[src/rtl/ddr_phase_cal_pkg.sv]
// ============================================================================
//  Module      : ddr_phase_cal_pkg
//  Description : Shared types and constants for the DDR read-phase
//                calibration controller and its window finder.
//  Revision    : 1.0 - initial release
// ============================================================================
`default_nettype none

package ddr_phase_cal_pkg;

    localparam int PHASE_STEPS = 16;
    localparam int PHASE_W     = 4;

    // Default CLKOUTP delay; the clocking wrapper's delay table uses the same value.
    localparam logic [3:0] FDLY_INIT_DEFAULT = 4'b1111;

    typedef enum logic [3:0] {
        ST_IDLE      = 4'd0,
        ST_WAIT_LOCK = 4'd1,
        ST_SET_PHASE = 4'd2,
        ST_SETTLE    = 4'd3,
        ST_PROBE     = 4'd4,
        ST_WAIT_RES  = 4'd5,
        ST_SCAN      = 4'd6,
        ST_DONE      = 4'd7,
        ST_FAIL      = 4'd8
    } cal_state_e;

endpackage

`default_nettype wire

[src/rtl/ddr_phase_cal_window.sv]
// ============================================================================
//  Module      : ddr_phase_window
//  Description : Sequential circular longest-run finder. Walks the 16-bit
//                pass map twice (32 cycles) so runs that wrap past phase 15
//                are seen whole. Ties keep the first run found.
//  Revision    : 1.0 - initial release
// ============================================================================
`default_nettype none

module ddr_phase_window
    import ddr_phase_cal_pkg::*;
(
    input  logic                   clk,
    input  logic                   rst_n,
    input  logic                   start,
    input  logic [PHASE_STEPS-1:0] map,
    output logic [PHASE_W-1:0]     best_start,
    output logic [PHASE_W:0]       best_len,
    output logic                   done
);

    logic [4:0]         i_q, i_d;
    logic               busy_q, busy_d;
    logic [PHASE_W:0]   run_q, run_d;
    logic [PHASE_W:0]   blen_q, blen_d;
    logic [PHASE_W-1:0] bstart_q, bstart_d;
    logic               done_q, done_d;

    logic               w_bit;
    logic [PHASE_W:0]   w_run_inc;

    // Walk step: extend or break the current run and keep the strictly longest.
    always_comb begin
        i_d       = i_q;
        busy_d    = busy_q;
        run_d     = run_q;
        blen_d    = blen_q;
        bstart_d  = bstart_q;
        done_d    = 1'b0;
        w_bit     = map[i_q[3:0]];
        // A run can never be longer than the ring itself.
        w_run_inc = (run_q == 5'd16) ? 5'd16 : run_q + 5'd1;

        if (start) begin
            busy_d   = 1'b1;
            i_d      = 5'd0;
            run_d    = 5'd0;
            blen_d   = 5'd0;
            bstart_d = 4'd0;
        end else if (busy_q) begin
            if (w_bit) begin
                run_d = w_run_inc;
                if (w_run_inc > blen_q) begin
                    blen_d   = w_run_inc;
                    // Modulo-16 start of the run ending at i (a 16-long run wraps to i+1).
                    bstart_d = i_q[3:0] - w_run_inc[3:0] + 4'd1;
                end
            end else begin
                run_d = 5'd0;
            end
            i_d = i_q + 5'd1;
            if (i_q == 5'd31) begin
                busy_d = 1'b0;
                done_d = 1'b1;
            end
        end
    end

    // Walk state registers.
    always_ff @(posedge clk or negedge rst_n) begin
        if (!rst_n) begin
            i_q      <= 5'd0;
            busy_q   <= 1'b0;
            run_q    <= 5'd0;
            blen_q   <= 5'd0;
            bstart_q <= 4'd0;
            done_q   <= 1'b0;
        end else begin
            i_q      <= i_d;
            busy_q   <= busy_d;
            run_q    <= run_d;
            blen_q   <= blen_d;
            bstart_q <= bstart_d;
            done_q   <= done_d;
        end
    end

    assign best_start = bstart_q;
    assign best_len   = blen_q;
    assign done       = done_q;

endmodule

`default_nettype wire

[src/rtl/ddr_phase_cal.sv]
// ============================================================================
//  Module      : ddr_phase_cal
//  Description : DDR read-phase calibration controller. Waits for stable PLL
//                lock, sweeps all 16 psda steps with one test read each, then
//                programs psda to the centre of the widest circular pass window.
//                Optional macro DDR_PHASE_CAL_RELOCK_EN: loss of lock while in
//                DONE triggers an automatic full recalibration.
//  Revision    : 1.0 - initial release
// ============================================================================
`default_nettype none

module ddr_phase_cal
    import ddr_phase_cal_pkg::*;
#(
    parameter int         LOCK_WAIT = 256,
    parameter int         SETTLE    = 32,
    parameter int         TIMEOUT   = 1024,
    parameter int         MIN_WIN   = 3,
    parameter logic [3:0] FDLY_INIT = FDLY_INIT_DEFAULT
) (
    input  logic                   clk,
    input  logic                   rst_n,
    input  logic                   start,
    input  logic                   locked,
    input  logic                   sample_valid,
    input  logic                   sample_ok,
    output logic [PHASE_W-1:0]     psda,
    output logic [3:0]             fdly,
    output logic                   probe_req,
    output logic [PHASE_STEPS-1:0] pass_map,
    output logic [PHASE_W-1:0]     best_phase,
    output logic                   cal_busy,
    output logic                   cal_done,
    output logic                   cal_fail
);

    cal_state_e             state_q, state_d;
    logic [15:0]            cnt_q, cnt_d;
    logic [PHASE_W-1:0]     idx_q, idx_d;
    logic [PHASE_W-1:0]     psda_q, psda_d;
    logic [PHASE_STEPS-1:0] map_q, map_d;
    logic [PHASE_W-1:0]     best_q, best_d;
    logic                   busy_q, busy_d;
    logic                   done_q, done_d;
    logic                   fail_q, fail_d;
    logic                   probe_q, probe_d;
    logic                   locked_meta_q, locked_sync_q;

    logic                   w_win_start;
    logic [PHASE_W-1:0]     w_win_best_start;
    logic [PHASE_W:0]       w_win_best_len;
    logic                   w_win_done;
    logic [PHASE_W-1:0]     w_centre;
    logic                   w_in_sweep;

    ddr_phase_window u_window (
        .clk        (clk),
        .rst_n      (rst_n),
        .start      (w_win_start),
        .map        (map_q),
        .best_start (w_win_best_start),
        .best_len   (w_win_best_len),
        .done       (w_win_done)
    );

    // Centre of the winning window; 4-bit add wraps around the phase ring.
    assign w_centre   = w_win_best_start + w_win_best_len[4:1];
    assign w_in_sweep = (state_q == ST_SET_PHASE) || (state_q == ST_SETTLE) ||
                        (state_q == ST_PROBE)     || (state_q == ST_WAIT_RES);

    // Next-state and output decode for the calibration sequence.
    always_comb begin
        state_d     = state_q;
        cnt_d       = cnt_q;
        idx_d       = idx_q;
        psda_d      = psda_q;
        map_d       = map_q;
        best_d      = best_q;
        busy_d      = busy_q;
        done_d      = done_q;
        fail_d      = fail_q;
        probe_d     = 1'b0;
        w_win_start = 1'b0;

        case (state_q)
            ST_IDLE, ST_DONE, ST_FAIL: begin
                if (start) begin
                    map_d   = '0;
                    idx_d   = '0;
                    cnt_d   = '0;
                    done_d  = 1'b0;
                    fail_d  = 1'b0;
                    busy_d  = 1'b1;
                    state_d = ST_WAIT_LOCK;
                end
`ifdef DDR_PHASE_CAL_RELOCK_EN
                else if ((state_q == ST_DONE) && !locked_sync_q) begin
                    map_d   = '0;
                    idx_d   = '0;
                    cnt_d   = '0;
                    done_d  = 1'b0;
                    busy_d  = 1'b1;
                    state_d = ST_WAIT_LOCK;
                end
`endif
            end
            ST_WAIT_LOCK: begin
                if (!locked_sync_q) begin
                    cnt_d = '0;
                end else if (cnt_q == 16'(LOCK_WAIT - 1)) begin
                    cnt_d   = '0;
                    state_d = ST_SET_PHASE;
                end else begin
                    cnt_d = cnt_q + 16'd1;
                end
            end
            ST_SET_PHASE: begin
                psda_d  = idx_q;
                cnt_d   = '0;
                state_d = ST_SETTLE;
            end
            ST_SETTLE: begin
                if (cnt_q == 16'(SETTLE - 1)) begin
                    probe_d = 1'b1;
                    state_d = ST_PROBE;
                end else begin
                    cnt_d = cnt_q + 16'd1;
                end
            end
            ST_PROBE: begin
                cnt_d   = '0;
                state_d = ST_WAIT_RES;
            end
            ST_WAIT_RES: begin
                // A missing response is recorded as a fail for this phase.
                if (sample_valid || (cnt_q == 16'(TIMEOUT - 1))) begin
                    map_d[idx_q] = sample_valid & sample_ok;
                    if (idx_q == 4'(PHASE_STEPS - 1)) begin
                        w_win_start = 1'b1;
                        state_d     = ST_SCAN;
                    end else begin
                        idx_d   = idx_q + 4'd1;
                        state_d = ST_SET_PHASE;
                    end
                end else begin
                    cnt_d = cnt_q + 16'd1;
                end
            end
            ST_SCAN: begin
                if (w_win_done) begin
                    busy_d = 1'b0;
                    if ({27'd0, w_win_best_len} >= MIN_WIN) begin
                        best_d  = w_centre;
                        psda_d  = w_centre;
                        done_d  = 1'b1;
                        state_d = ST_DONE;
                    end else begin
                        best_d  = '0;
                        psda_d  = '0;
                        fail_d  = 1'b1;
                        state_d = ST_FAIL;
                    end
                end
            end
            default: state_d = ST_IDLE;
        endcase

        // Lock loss during the sweep invalidates every result gathered so far.
        if (w_in_sweep && !locked_sync_q) begin
            map_d   = '0;
            psda_d  = '0;
            idx_d   = '0;
            cnt_d   = '0;
            probe_d = 1'b0;
            state_d = ST_WAIT_LOCK;
        end
    end

    // State and output registers, plus the two-flop lock synchroniser.
    always_ff @(posedge clk or negedge rst_n) begin
        if (!rst_n) begin
            state_q       <= ST_IDLE;
            cnt_q         <= '0;
            idx_q         <= '0;
            psda_q        <= '0;
            map_q         <= '0;
            best_q        <= '0;
            busy_q        <= 1'b0;
            done_q        <= 1'b0;
            fail_q        <= 1'b0;
            probe_q       <= 1'b0;
            locked_meta_q <= 1'b0;
            locked_sync_q <= 1'b0;
        end else begin
            state_q       <= state_d;
            cnt_q         <= cnt_d;
            idx_q         <= idx_d;
            psda_q        <= psda_d;
            map_q         <= map_d;
            best_q        <= best_d;
            busy_q        <= busy_d;
            done_q        <= done_d;
            fail_q        <= fail_d;
            probe_q       <= probe_d;
            locked_meta_q <= locked;
            locked_sync_q <= locked_meta_q;
        end
    end

    assign psda       = psda_q;
    assign fdly       = FDLY_INIT;
    assign probe_req  = probe_q;
    assign pass_map   = map_q;
    assign best_phase = best_q;
    assign cal_busy   = busy_q;
    assign cal_done   = done_q;
    assign cal_fail   = fail_q;

endmodule

`default_nettype wire
[config.mk]
export PLATFORM = sky130hd
export DESIGN_NAME = ddr_phase_cal
export DESIGN_NICKNAME = d
export VERILOG_FILES = /design/src/rtl/ddr_phase_cal_pkg.sv /design/src/rtl/ddr_phase_cal_window.sv /design/src/rtl/ddr_phase_cal.sv
export SDC_FILE = /design/constraint.sdc
export NUM_CORES = 1
export LEC_CHECK = 0
export BUFFER_PORTS_ARGS = -buffer_cell sky130_fd_sc_hd__buf_2
export CAP_MARGIN = 20
export CELL_PAD_IN_SITES_DETAIL_PLACEMENT = 0
export CELL_PAD_IN_SITES_GLOBAL_PLACEMENT = 1
export CORE_UTILIZATION = 35
export DETAILED_ROUTE_END_ITERATION = 8
export GPL_ROUTABILITY_DRIVEN = 0
export HOLD_SLACK_MARGIN = 0.06
export MAX_ROUTING_LAYER = met4
export PLACE_DENSITY = 0.65
export RECOVER_POWER = 50
export SLEW_MARGIN = 15
export SYNTH_ARGS = -nofsm -noshare
export SYNTH_HDL_FRONTEND = slang
export SYNTH_SLANG_ARGS = --single-unit
[constraint.sdc]
create_clock -name clk -period 5.7 [get_ports clk]
set_clock_uncertainty 0.1 [all_clocks]
set_input_delay 1.14 -clock clk [delete_from_list [all_inputs] [get_ports clk]]
set_output_delay 1.14 -clock clk [all_outputs]
set_load 0.05 [all_outputs]
==> run metrics <==
number of synthesized register bits 75; Switching Share 35.8%; Die Height 115 um; clk sinks 75; starting DRC count in detailed routing 161; CP max stage delay 800 ps; largest net degree at the start of global routing 76; Crit. End Element register; Initial Util 36.4%; Root Driver clkbuf_16; Die W 115 um; first-pass GRT wire length 17,300 um; n_diodes 0; WL/cell 15.4 um; ANT nets after route 0; MaxCap Viol Count 0; CTS clk-pin slew, worst paths 60 ps; crit path kind register to register; DR vias/cell 5.31; # setup viols final 0; Critical R2R Launch state_q[2]; Post-synth EDFFs 0; leakage power 2.33 nW; Mapped Avg Cell Area 9.55 sq um; die area 0.0131 sq mm; NetSw 0.592 mW; Max IR drop VDD 0.000143 V; area occupied by multi-input gates 0.00233 sq mm; R2R Setup Slk 2310 ps; TritonRoute pass-1 iters 5; commonest cells after routing, fill and taps aside 75 x dfrtp_1, 48 x nand2_1, 37 x o21ai_0; relative slew slack 5.02%; Max Fclk 0.295 GHz; Layout Area Growth over Synthesis 13.4%; Async S/R FF share, synth 100%; post-synthesis cell count 465; PD cells 328 mW/mm^2; Clk Latency, worst-skew pair 340 ps; logic gate share of total power 26.4%; post-cts sizing count 0; hold_sp locked_meta_q; initial antenna violation count 0; Min-Delay Path Depth 0; Tcrit/Tclk final 59.5%; # fillers 1,271; Critical Path Source Type register; Post-Syn Area 0.00444 sq mm; GRT Overall Usage 17.7%; Clock power frac 35.4%; total area of sequential cells 0.00188 sq mm; final WL 10,200 um; drc violations 0; worst-margin pin slew 1420 ps; Synth warnings 0; Int Pwr 1.06 mW; register area share after synthesis 42.3%; power share of the sequential group 38.2%; TritonCTS Buffers 9; GRT Residual Overflow 0; worst-path fanout max 23; crit path DAT 3480 ps; worst r2r dst cnt_q[12]; Critical Path RT 5780 ps; FF-to-FF path depth 5; setup bufs post-CTS 0; port bufs 33; synth unique cells 59; worst-case hold path end point locked_sync_q; # rows 40; H-Tree Depth 3; Slew Viols, Final 0; Clock Path Buffers 2; status finished clean; Post-CTS Hold Fix Bufs 0; Final Hold Vio Count 0; DP HPWL 7170 um; sum of negative setup slack 0 ps; vias in the first global route 3,361; TritonCTS clock tree built; post-layout util 41.2%; CP cell instances nor4bb_1 -> nand2_1 -> o211ai_2 -> or2_0 -> o31ai_1; Primary FF master, synth dfrtp_1; HP Class register to register; nets@finish 519; shortest period the worst path allows 3390 ps; commonest non-fill, non-tap cell in the layout dfrtp_1; Core Footprint 0.0122 sq mm; Critical-path top delay cell or2_0; unrepaired setup endpoints after global routing false; Ports 38; ratio of cells with drive above 1 in the final layout 11.7%; routed vias 3,519
==> worst max-delay path by stage <==
stage | from | slack, ps | cells past startpoint | endpoint
detailed placement | state_q[2] | 2260 | 5 | cnt_q[12]
floorplan | start | 3100 | 7 | idx_q[0]
global route | state_q[2] | 1920 | 5 | cnt_q[12]
finish | state_q[2] | 2310 | 5 | cnt_q[12]
CTS | state_q[2] | 2240 | 5 | cnt_q[12]
global placement | sample_valid | 2320 | 6 | cnt_q[2]
==> cells in the mapped netlist (10+ instances only) <==
| library cell | n | area (sq um) |
|---|---|---|
| nor2_1 | 24 | 90.1 |
| nand3_1 | 26 | 130 |
| mux2i_1 | 22 | 220 |
| ha_1 | 21 | 263 |
| a21oi_1 | 15 | 75.1 |
| o21ai_0 | 37 | 185 |
| o31ai_1 | 13 | 97.6 |
| clkbuf_1 | 12 | 45.0 |
| dfrtp_1 | 75 | 1880 |
| inv_1 | 28 | 105 |
| nand2_1 | 48 | 180 |
| nand4_1 | 10 | 62.6 |
| nor2b_1 | 12 | 75.1 |
==> final cells by class <==
class                   instances  area share (%)
clock buffers                  11            4.82
well taps                     168            4.17
clock inverters                 5            1.24
multi-input cells             339            46.4
inverters                      28            2.09
repair buffers                 37            4.03
flip-flops and latches         75            37.3
==> registers in the layout, summed over array words and instances, names as in the netlist, 4 cells and up <==
signal               cells
state_q                  4
best_phase               4
idx_q                    4
u_window.best_len        5
psda                     4
u_window.i_q             5
u_window.best_start      4
pass_map                16
u_window.run_q           5
cnt_q                   16
==> power by group through the flow <==
| stage | combinational [mW] | clock, mW | sequential [mW] |
|---|---|---|---|
| 6_report | 0.435 | 0.584 | 0.631 |
| 3_3_place_gp | 0.433 | 0 | 0.638 |
| 3_5_place_dp | 0.438 | 0 | 0.640 |
| 2_1_floorplan | 0.373 | 0 | 0.613 |
| 4_1_cts | 0.441 | 0.600 | 0.630 |
| 5_1_grt | 0.497 | 0.622 | 0.640 |
==> metal layers <==
| layer | routed length, um | up-vias | share of wire [%] | GRT usage (%) |
|---|---|---|---|---|
| met1 | 5160 | 1720 | 51 | 23.9 |
| met5 | 0 | - | 0 | - |
| met3 | 368 | 10 | 3.6 | 3.55 |
| li1 | - | 1726 | - | - |
| met2 | 4500 | 63 | 44 | 25.7 |
| met4 | 176 | 0 | 1.7 | 7.36 |
==> stage by stage <==
stage | area, sq um | worst slack (ps) | cells | hold WS (ps) | total power [mW]
after detailed placement | 4720 | 2260 | 646 | 236 | 1.08
after floorplan | 4450 | 3100 | 468 | 231 | 0.986
after global routing | 5030 | 1920 | 663 | 257 | 1.76
final | 5030 | 2310 | 663 | 246 | 1.65
after global placement | 4720 | 2320 | 646 | 237 | 1.07
after CTS | 5020 | 2240 | 662 | 249 | 1.67
==> critical path, delay by kind of cell (launching register included) <==
family | cells | cell delay [ps]
simple gates | 3 | 1580
compound gates | 2 | 790
flops | 1 | 760
==> kinds of logic after synthesis <==
family | after synthesis | synth area share [%]
multiplexers | 32 | 8.00
AO/OA/AOI/OAI | 109 | 16.5
other | 1 | 0.0845
buffers and inverters | 54 | 5.38
flip-flops | 75 | 42.3
adder cells (fa/ha/maj) | 23 | 6.82
XOR/XNOR | 12 | 2.37
AND/OR/NAND/NOR | 159 | 18.5
(Power assumes the default switching activity.)
